==> config.mk <==
export PLATFORM = sky130hd
export DESIGN_NAME = dequantizer_multi_table
export DESIGN_NICKNAME = d
export VERILOG_FILES = /design/src/rtl/dequantizer_multi_table.sv
export SDC_FILE = /design/constraint.sdc
export NUM_CORES = 2
export LEC_CHECK = 0
export CORE_MARGIN = 3
export CORE_UTILIZATION = 64
export CTS_CLUSTER_SIZE = 40
export DETAILED_ROUTE_END_ITERATION = 10
export HOLD_SLACK_MARGIN = 0.1
export PLACE_DENSITY = 0.81
export SLEW_MARGIN = 20
export SYNTH_ARGS = -nofsm -noshare
export SYNTH_HDL_FRONTEND = slang
export SYNTH_SLANG_ARGS = --single-unit
==> constraint.sdc <==
create_clock -name clk_i -period 6.2 [get_ports clk_i]
set_input_delay 1.86 -clock clk_i [delete_from_list [all_inputs] [get_ports clk_i]]
set_output_delay 1.86 -clock clk_i [all_outputs]
set_load 0.01 [all_outputs]
==> src/rtl/dequantizer_multi_table.sv <==
// JPEG dequantizer: coefficient x runtime-loadable quant-table entry, clamped to the signed integer field, emitted in Q fixed point.
// Latency 2 registered stages (S1 lookup, S2 multiply/clamp); input ready drops only when both stages hold and downstream stalls.
module dequantizer_multi_table #(
  parameter int PIXEL_BIT    = 12,
  parameter int TABLO_BIT    = 8,
  parameter int TABLO_SAYISI = 4,
  parameter int Q_BIT        = 32,
  parameter int Q_FRAC       = 16,
  parameter int BLOCK_BIT    = 3,
  parameter int TS_BIT       = (TABLO_SAYISI > 1) ? $clog2(TABLO_SAYISI) : 1
) (
  input  logic                 clk_i,
  input  logic                 rstn_i,
  input  logic                 tablo_yaz_gecerli_i,
  input  logic [TS_BIT-1:0]    tablo_yaz_sec_i,
  input  logic [5:0]           tablo_yaz_adres_i,
  input  logic [TABLO_BIT-1:0] tablo_yaz_veri_i,
  input  logic [PIXEL_BIT-1:0] zig_veri_i,
  input  logic [BLOCK_BIT-1:0] zig_veri_row_i,
  input  logic [BLOCK_BIT-1:0] zig_veri_col_i,
  input  logic [TS_BIT-1:0]    zig_tablo_sec_i,
  input  logic                 zig_veri_gecerli_i,
  input  logic                 zig_blok_son_i,
  output logic                 zig_veri_hazir_o,
  output logic [Q_BIT-1:0]     idct_veri_o,
  output logic [BLOCK_BIT-1:0] idct_veri_row_o,
  output logic [BLOCK_BIT-1:0] idct_veri_col_o,
  output logic                 idct_veri_gecerli_o,
  output logic                 idct_blok_son_o,
  output logic                 idct_doygun_o,
  input  logic                 idct_veri_hazir_i
);
  localparam int I_BIT = Q_BIT - Q_FRAC;
  localparam int P_BIT = PIXEL_BIT + TABLO_BIT + 1;
  localparam int W_BIT = ((P_BIT > I_BIT) ? P_BIT : I_BIT) + 1;
  localparam logic signed [W_BIT-1:0] MAKS = {{(W_BIT-I_BIT+1){1'b0}}, {(I_BIT-1){1'b1}}};
  localparam logic signed [W_BIT-1:0] MIN  = ~MAKS;

  // Annex K.1 luminance table, row-major; every table powers up with it
  localparam logic [7:0] K1 [64] = '{
    8'd16, 8'd11, 8'd10, 8'd16, 8'd24,  8'd40,  8'd51,  8'd61,
    8'd12, 8'd12, 8'd14, 8'd19, 8'd26,  8'd58,  8'd60,  8'd55,
    8'd14, 8'd13, 8'd16, 8'd24, 8'd40,  8'd57,  8'd69,  8'd56,
    8'd14, 8'd17, 8'd22, 8'd29, 8'd51,  8'd87,  8'd80,  8'd62,
    8'd18, 8'd22, 8'd37, 8'd56, 8'd68,  8'd109, 8'd103, 8'd77,
    8'd24, 8'd35, 8'd55, 8'd64, 8'd81,  8'd104, 8'd113, 8'd92,
    8'd49, 8'd64, 8'd78, 8'd87, 8'd103, 8'd121, 8'd120, 8'd101,
    8'd72, 8'd92, 8'd95, 8'd98, 8'd112, 8'd100, 8'd103, 8'd99
  };

  logic [TABLO_BIT-1:0] tablo_q [TABLO_SAYISI][64];
  logic [TABLO_BIT-1:0] tablo_d [TABLO_SAYISI][64];

  logic                 baslangic_q, baslangic_d;
  logic [TS_BIT-1:0]    aktif_tablo_q, aktif_tablo_d;

  logic                 s1_v_q, s1_v_d, s1_son_q, s1_son_d;
  logic [PIXEL_BIT-1:0] s1_coef_q, s1_coef_d;
  logic [BLOCK_BIT-1:0] s1_row_q, s1_row_d, s1_col_q, s1_col_d;
  logic [TABLO_BIT-1:0] s1_giris_q, s1_giris_d;

  logic                 s2_v_q, s2_v_d, s2_son_q, s2_son_d, doygun_q, doygun_d;
  logic [Q_BIT-1:0]     cikis_q, cikis_d;
  logic [BLOCK_BIT-1:0] s2_row_q, s2_row_d, s2_col_q, s2_col_d;

  logic                 s1_yukle, s2_yukle, kabul;
  logic [TS_BIT-1:0]    sec_gecerli, oku_tablo;
  logic [5:0]           oku_adres;
  logic signed [P_BIT-1:0] carpim;
  logic signed [W_BIT-1:0] genis, kirp;
  logic                 kirpildi;

  always_comb begin
    tablo_d = tablo_q;
    if (tablo_yaz_gecerli_i && (int'({1'b0, tablo_yaz_sec_i}) < TABLO_SAYISI))
      tablo_d[tablo_yaz_sec_i][tablo_yaz_adres_i] = tablo_yaz_veri_i;
  end

  // Lookup reads the registered table, so a same-cycle write is seen only by later beats
  always_comb begin
    sec_gecerli = (int'({1'b0, zig_tablo_sec_i}) < TABLO_SAYISI) ? zig_tablo_sec_i : '0;
    oku_tablo   = baslangic_q ? sec_gecerli : aktif_tablo_q;
    oku_adres   = 6'(int'(zig_veri_row_i) * 8 + int'(zig_veri_col_i));
  end

  always_comb begin
    carpim = P_BIT'($signed(s1_coef_q)) * P_BIT'($signed({1'b0, s1_giris_q}));
    genis  = W_BIT'(carpim);
    kirp     = genis;
    kirpildi = 1'b0;
    if (genis > MAKS) begin
      kirp     = MAKS;
      kirpildi = 1'b1;
    end else if (genis < MIN) begin
      kirp     = MIN;
      kirpildi = 1'b1;
    end
  end

  always_comb begin
    s2_yukle = !s2_v_q || idct_veri_hazir_i;
    s1_yukle = !s1_v_q || s2_yukle;
    kabul    = zig_veri_gecerli_i && s1_yukle;

    baslangic_d   = baslangic_q;
    aktif_tablo_d = aktif_tablo_q;
    s1_v_d     = s1_v_q;
    s1_son_d   = s1_son_q;
    s1_coef_d  = s1_coef_q;
    s1_row_d   = s1_row_q;
    s1_col_d   = s1_col_q;
    s1_giris_d = s1_giris_q;
    s2_v_d   = s2_v_q;
    s2_son_d = s2_son_q;
    doygun_d = doygun_q;
    cikis_d  = cikis_q;
    s2_row_d = s2_row_q;
    s2_col_d = s2_col_q;

    if (s1_yukle) s1_v_d = zig_veri_gecerli_i;
    if (kabul) begin
      baslangic_d = zig_blok_son_i;
      if (baslangic_q) aktif_tablo_d = sec_gecerli;
      s1_son_d   = zig_blok_son_i;
      s1_coef_d  = zig_veri_i;
      s1_row_d   = zig_veri_row_i;
      s1_col_d   = zig_veri_col_i;
      s1_giris_d = tablo_q[oku_tablo][oku_adres];
    end

    if (s2_yukle) begin
      s2_v_d = s1_v_q;
      if (s1_v_q) begin
        s2_son_d = s1_son_q;
        s2_row_d = s1_row_q;
        s2_col_d = s1_col_q;
        doygun_d = kirpildi;
        cikis_d  = Q_BIT'(kirp) << Q_FRAC;
      end
    end
  end

  always_ff @(posedge clk_i or negedge rstn_i) begin
    if (!rstn_i) begin
      for (int t = 0; t < TABLO_SAYISI; t++)
        for (int i = 0; i < 64; i++)
          tablo_q[t][i] <= TABLO_BIT'(K1[i]);
      baslangic_q   <= 1'b1;
      aktif_tablo_q <= '0;
      s1_v_q     <= 1'b0;
      s1_son_q   <= 1'b0;
      s1_coef_q  <= '0;
      s1_row_q   <= '0;
      s1_col_q   <= '0;
      s1_giris_q <= '0;
      s2_v_q   <= 1'b0;
      s2_son_q <= 1'b0;
      doygun_q <= 1'b0;
      cikis_q  <= '0;
      s2_row_q <= '0;
      s2_col_q <= '0;
    end else begin
      tablo_q       <= tablo_d;
      baslangic_q   <= baslangic_d;
      aktif_tablo_q <= aktif_tablo_d;
      s1_v_q     <= s1_v_d;
      s1_son_q   <= s1_son_d;
      s1_coef_q  <= s1_coef_d;
      s1_row_q   <= s1_row_d;
      s1_col_q   <= s1_col_d;
      s1_giris_q <= s1_giris_d;
      s2_v_q   <= s2_v_d;
      s2_son_q <= s2_son_d;
      doygun_q <= doygun_d;
      cikis_q  <= cikis_d;
      s2_row_q <= s2_row_d;
      s2_col_q <= s2_col_d;
    end
  end

  assign zig_veri_hazir_o    = s1_yukle;
  assign idct_veri_o         = cikis_q;
  assign idct_veri_row_o     = s2_row_q;
  assign idct_veri_col_o     = s2_col_q;
  assign idct_veri_gecerli_o = s2_v_q;
  assign idct_blok_son_o     = s2_son_q;
  assign idct_doygun_o       = doygun_q;
endmodule

==> impl_metrics.py <==
metrics = {
    "outcome": {
        "status": "complete, no violations",
    },
    "clock_tree": {
        "cts.sinks": 2104,
        "clock_path_buffers": 3,
        "cts_buffers": 209,
        "htreeDepth": 4,
        "insertion_delay_ns": 0.88,
        "root_buffer": "clkbuf_16",
        "path_clk_slew_ns": 0.06,
        "post_cts.repair.setup_buffers": 0,
        "cts_tree": "yes",
    },
    "drt": {
        "firstDrtPassIters": 6,
        "drcViolationCount": 0,
        "wl_um": 289000,
        "viasPerCell": 6.665,
        "vias": 71190,
        "wl_per_cell_um": 27.06,
        "drt-initial-drc-count": 7512,
        "ant_nets": 0,
    },
    "floorplan": {
        "start_util": 0.6465,
        "row_count": 146,
        "die_x_um": 406.7,
        "design.die.area_um2": 165400,
        "ios": 84,
        "die_y_um": 406.7,
        "core_region_area_um2": 158900,
    },
    "grt": {
        "first_global_vias": 73950,
        "grt_pass1_wl_um": 444600,
        "antenna_found_initial": 21,
        "grt_overflow_total": 0,
        "grt_max_degree": 144,
        "track_usage": 0.3515,
    },
    "synth": {
        "synth_top_area_share": 0.3096,
        "synth.yosys.seq_area_share": 0.5226,
        "synth_area_per_cell_um2": 12.16,
        "ys.flop_type": "dfrtp_1",
        "synth_area_um2": 102700,
        "syn_inst": 8452,
        "yosys_warnings": 0,
        "ys_top_cells_by_area": "dfrtp_1 31%, mux2_2 23%, dfstp_2 21%",
        "synth_edf_count": 0,
        "ys_async_sr_fraction": 1.000,
        "yosysTopAreaCell": "dfrtp_1",
        "synth_cell_types": 70,
        "ys_ff_latch": 2104,
    },
    "worst_setup_path": {
        "cp-start-kind": "flop",
        "endpoint_kind": "flop",
        "arrival_ns": 6.59,
        "r2r_slack_ns": 0.34,
        "cp.required_ns": 6.93,
        "r2r_cells": 17,
        "criticalPathCategory": "reg2reg",
        "r2r_end": "idct_doygun_o",
        "crit_fanout": 10,
        "r2r-start": "s1_giris_q[3]",
    },
    "sta": {
        "rsz0062_at_grt": "no",
        "finClkSkew_ns": 0.08256,
        "final_max_slew_viol_count": 0,
        "hold_violations": 0,
        "whs_ns": 0.4750,
        "finalSetupTns_ns": 0,
        "finalCritPeriodShare": 0.9444,
        "tightest_slew_ns": 1.225,
        "final.min_clock_period_ns": 5.856,
        "max_freq_ghz": 0.1708,
        "finalSetupViolations": 0,
        "relSlewSlack": 0.1801,
    },
    "power_and_ir_drop": {
        "p_per_area_nw_per_um2": 316.0,
        "seqPwrFrac": 0.424,
        "netSwitchingFraction": 0.3007,
        "power.internal_w": 0.02504,
        "p_switching_w": 0.01077,
        "p_leak_nw": 50.85,
        "p_clk_frac": 0.364,
        "peakVddDrop_mv": 0.3236,
        "p_comb_frac": 0.212,
    },
    "hold_path": {
        "holdPathEnd": "idct_veri_row_o[1]",
        "min_from": "s1_row_q[1]",
        "hold_path_depth": 2,
        "hp-class": "reg2reg",
    },
    "job": {
        "cap_violations": 0,
    },
    "finish": {
        "multiInputGateArea_um2": 45810,
        "nNetsFinal": 8573,
        "drive_above_1_share": 0.4329,
        "nFillCells": 10440,
        "syn_to_final_growth_pct": 10.30,
        "seq_area_um2": 53700,
        "final_cell_area_um2": 113300,
    },
    "placed_design": {
        "place_hpwl_um": 181500,
        "place_congestion": 0.9062,
        "placed_area_um2": 106100,
        "io_buffers": 67,
    },
}
## synthesized netlist by cell type (all sizes together) (8+ instances only)
master	instances
a2111oi	9
a211oi	12
a21o	10
a21oi	51
a221o	13
a221oi	13
a22oi	30
a311o	8
a311oi	48
a31oi	113
a32oi	27
and2	54
and3	102
buf	244
clkbuf	391
dfrtp	1271
dfstp	833
fa	78
ha	42
inv	120
mux2	2061
mux2i	296
mux4	136
nand2	1430
nand2b	23
nand3	562
nand4	16
nor2	236
nor2b	8
nor3	17
o211ai	22
o21ai	39
o22ai	13
o2bb2ai	13
o31ai	9
## stage by stage
stage	total power, W	instances	worst slack, ns	utilization
after global routing	0.03716	10670	0.01953	0.7130
after floorplan	0.02030	8467	0.8230	-
after CTS	0.03580	10670	0.08981	0.7128
final	0.03581	10680	0.3445	0.7131
after global placement	0.02258	10270	0.1827	0.6678
after detailed placement	0.02282	10270	0.03943	0.6678
## per-layer routing
metal	global-route usage	up-vias	part of all wire
met5	0	-	0.00037
met4	0.1772	12	0.054
met3	0.09272	893	0.10
met2	0.5332	3704	0.45
met1	0.4712	36920	0.39
li1	-	29660	-
## cell families (layout without fill, tap and decap cells)
kind of cell               Yosys count  after routing  share of synthesized area
and+or+nand+nor                   2497           2497                     0.1051
muxes                             2493           2493                     0.2847
DFF                               2104           2104                     0.5226
buffers and inverters              755            885                    0.03319
AOI/OAI and AO/OA                  468            468                    0.03284
adders and majority gates          120            120                    0.02031
xor gates and xnor gates            14             14                   0.001193
other                                1             28                 0.00003650
## power by group through the flow
stage,Combinational [W],Clock (W),Sequential (W)
2_1_floorplan,0.00509,0,0.0152
3_3_place_gp,0.00725,0,0.0153
3_5_place_dp,0.00743,0,0.0154
4_1_cts,0.00751,0.0131,0.0152
5_1_grt,0.00819,0.0137,0.0153
6_report,0.00759,0.0130,0.0152
## state kept, by name, indices dropped and copies added, names as in the netlist, 2 cells and up
register / count
tablo_q: 2048
idct_veri_o: 16
s1_coef_q: 12
s1_giris_q: 8
idct_veri_col_o: 3
idct_veri_row_o: 3
s1_col_q: 3
s1_row_q: 3
aktif_tablo_q: 2
## worst max-delay path, cell delays in order (launching register included)
cell and delay (ns):
dfrtp_1 0.75, nand2_1 0.18, fa_1 0.57, inv_1 0.06, fa_1 0.49, fa_1 0.50, inv_1 0.05, fa_1 0.47
inv_1 0.05, ha_1 0.40, and4_1 0.29, o211a_1 0.16, o31ai_1 0.07, a31oi_1 0.35, xnor2_1 0.13, or4_1 0.61
o21a_1 0.36, o22a_1 0.21
## cells in the final DEF, fill, tap and decap left out, types with 13 or more instances in the layout
| cell | netlist | routed |
|---|---|---|
| nor3_1 | 17 | 16 |
| inv_1 | 120 | 120 |
| o21ai_0 | 39 | 39 |
| dfrtp_1 | 1271 | 1267 |
| clkbuf_16 | 0 | 211 |
| o22ai_1 | 13 | 13 |
| nor2_1 | 235 | 229 |
| o211ai_1 | 22 | 22 |
| o2bb2ai_1 | 13 | 13 |
| a21oi_1 | 51 | 51 |
| nand2b_1 | 23 | 23 |
| a31oi_1 | 113 | 113 |
| nand4_1 | 16 | 16 |
| a221o_1 | 13 | 13 |
| a22oi_1 | 30 | 30 |
| and2_1 | 54 | 53 |
| conb_1 | 1 | 16 |
| buf_12 | 2 | 49 |
| nand3_1 | 562 | 561 |
| nand2_1 | 1430 | 1430 |
| and3_1 | 102 | 102 |
| ha_1 | 42 | 42 |
| mux2_2 | 2059 | 2059 |
| clkdlybuf4s50_1 | 0 | 53 |
| clkinv_2 | 0 | 48 |
| mux4_2 | 136 | 136 |
| a221oi_1 | 13 | 13 |
| a311oi_1 | 48 | 48 |
| fa_1 | 78 | 78 |
| clkbuf_8 | 0 | 57 |
| a32oi_1 | 27 | 27 |
| clkbuf_1 | 391 | 51 |
| mux2i_1 | 295 | 294 |
| buf_4 | 53 | 255 |
| dfstp_2 | 833 | 833 |
## worst max-delay path by stage
stage / startpoint / end / slack (ns) / depth (start not counted)
2_1_floorplan: s1_giris_q[0] / idct_doygun_o / 0.82 / 18
3_3_place_gp: s1_giris_q[0] / idct_doygun_o / 0.18 / 15
3_5_place_dp: s1_giris_q[0] / idct_doygun_o / 0.04 / 15
4_1_cts: s1_giris_q[1] / idct_veri_o[28] / 0.09 / 15
5_1_grt: s1_giris_q[0] / idct_doygun_o / 0.02 / 15
6_report: s1_giris_q[3] / idct_doygun_o / 0.34 / 17
## final cells by class
type                       count  share of cell area
inverter                     120            0.003975
timing repair buffer         368             0.03162
tap                         2072             0.02288
antenna                       12           0.0002650
sequential                  2104              0.4738
clock buffer                 319             0.05520
clock inverter                78            0.007993
multi-input combinational   5608              0.4042
## timing repair
item / CTS / global route
resized for setup: 1 / 5
hold buffers: 0 / 0
endpoints found under the hold margin: 0 / 0
endpoints found under the setup margin: 16 / 16
Power figures use the tool's default switching activity.
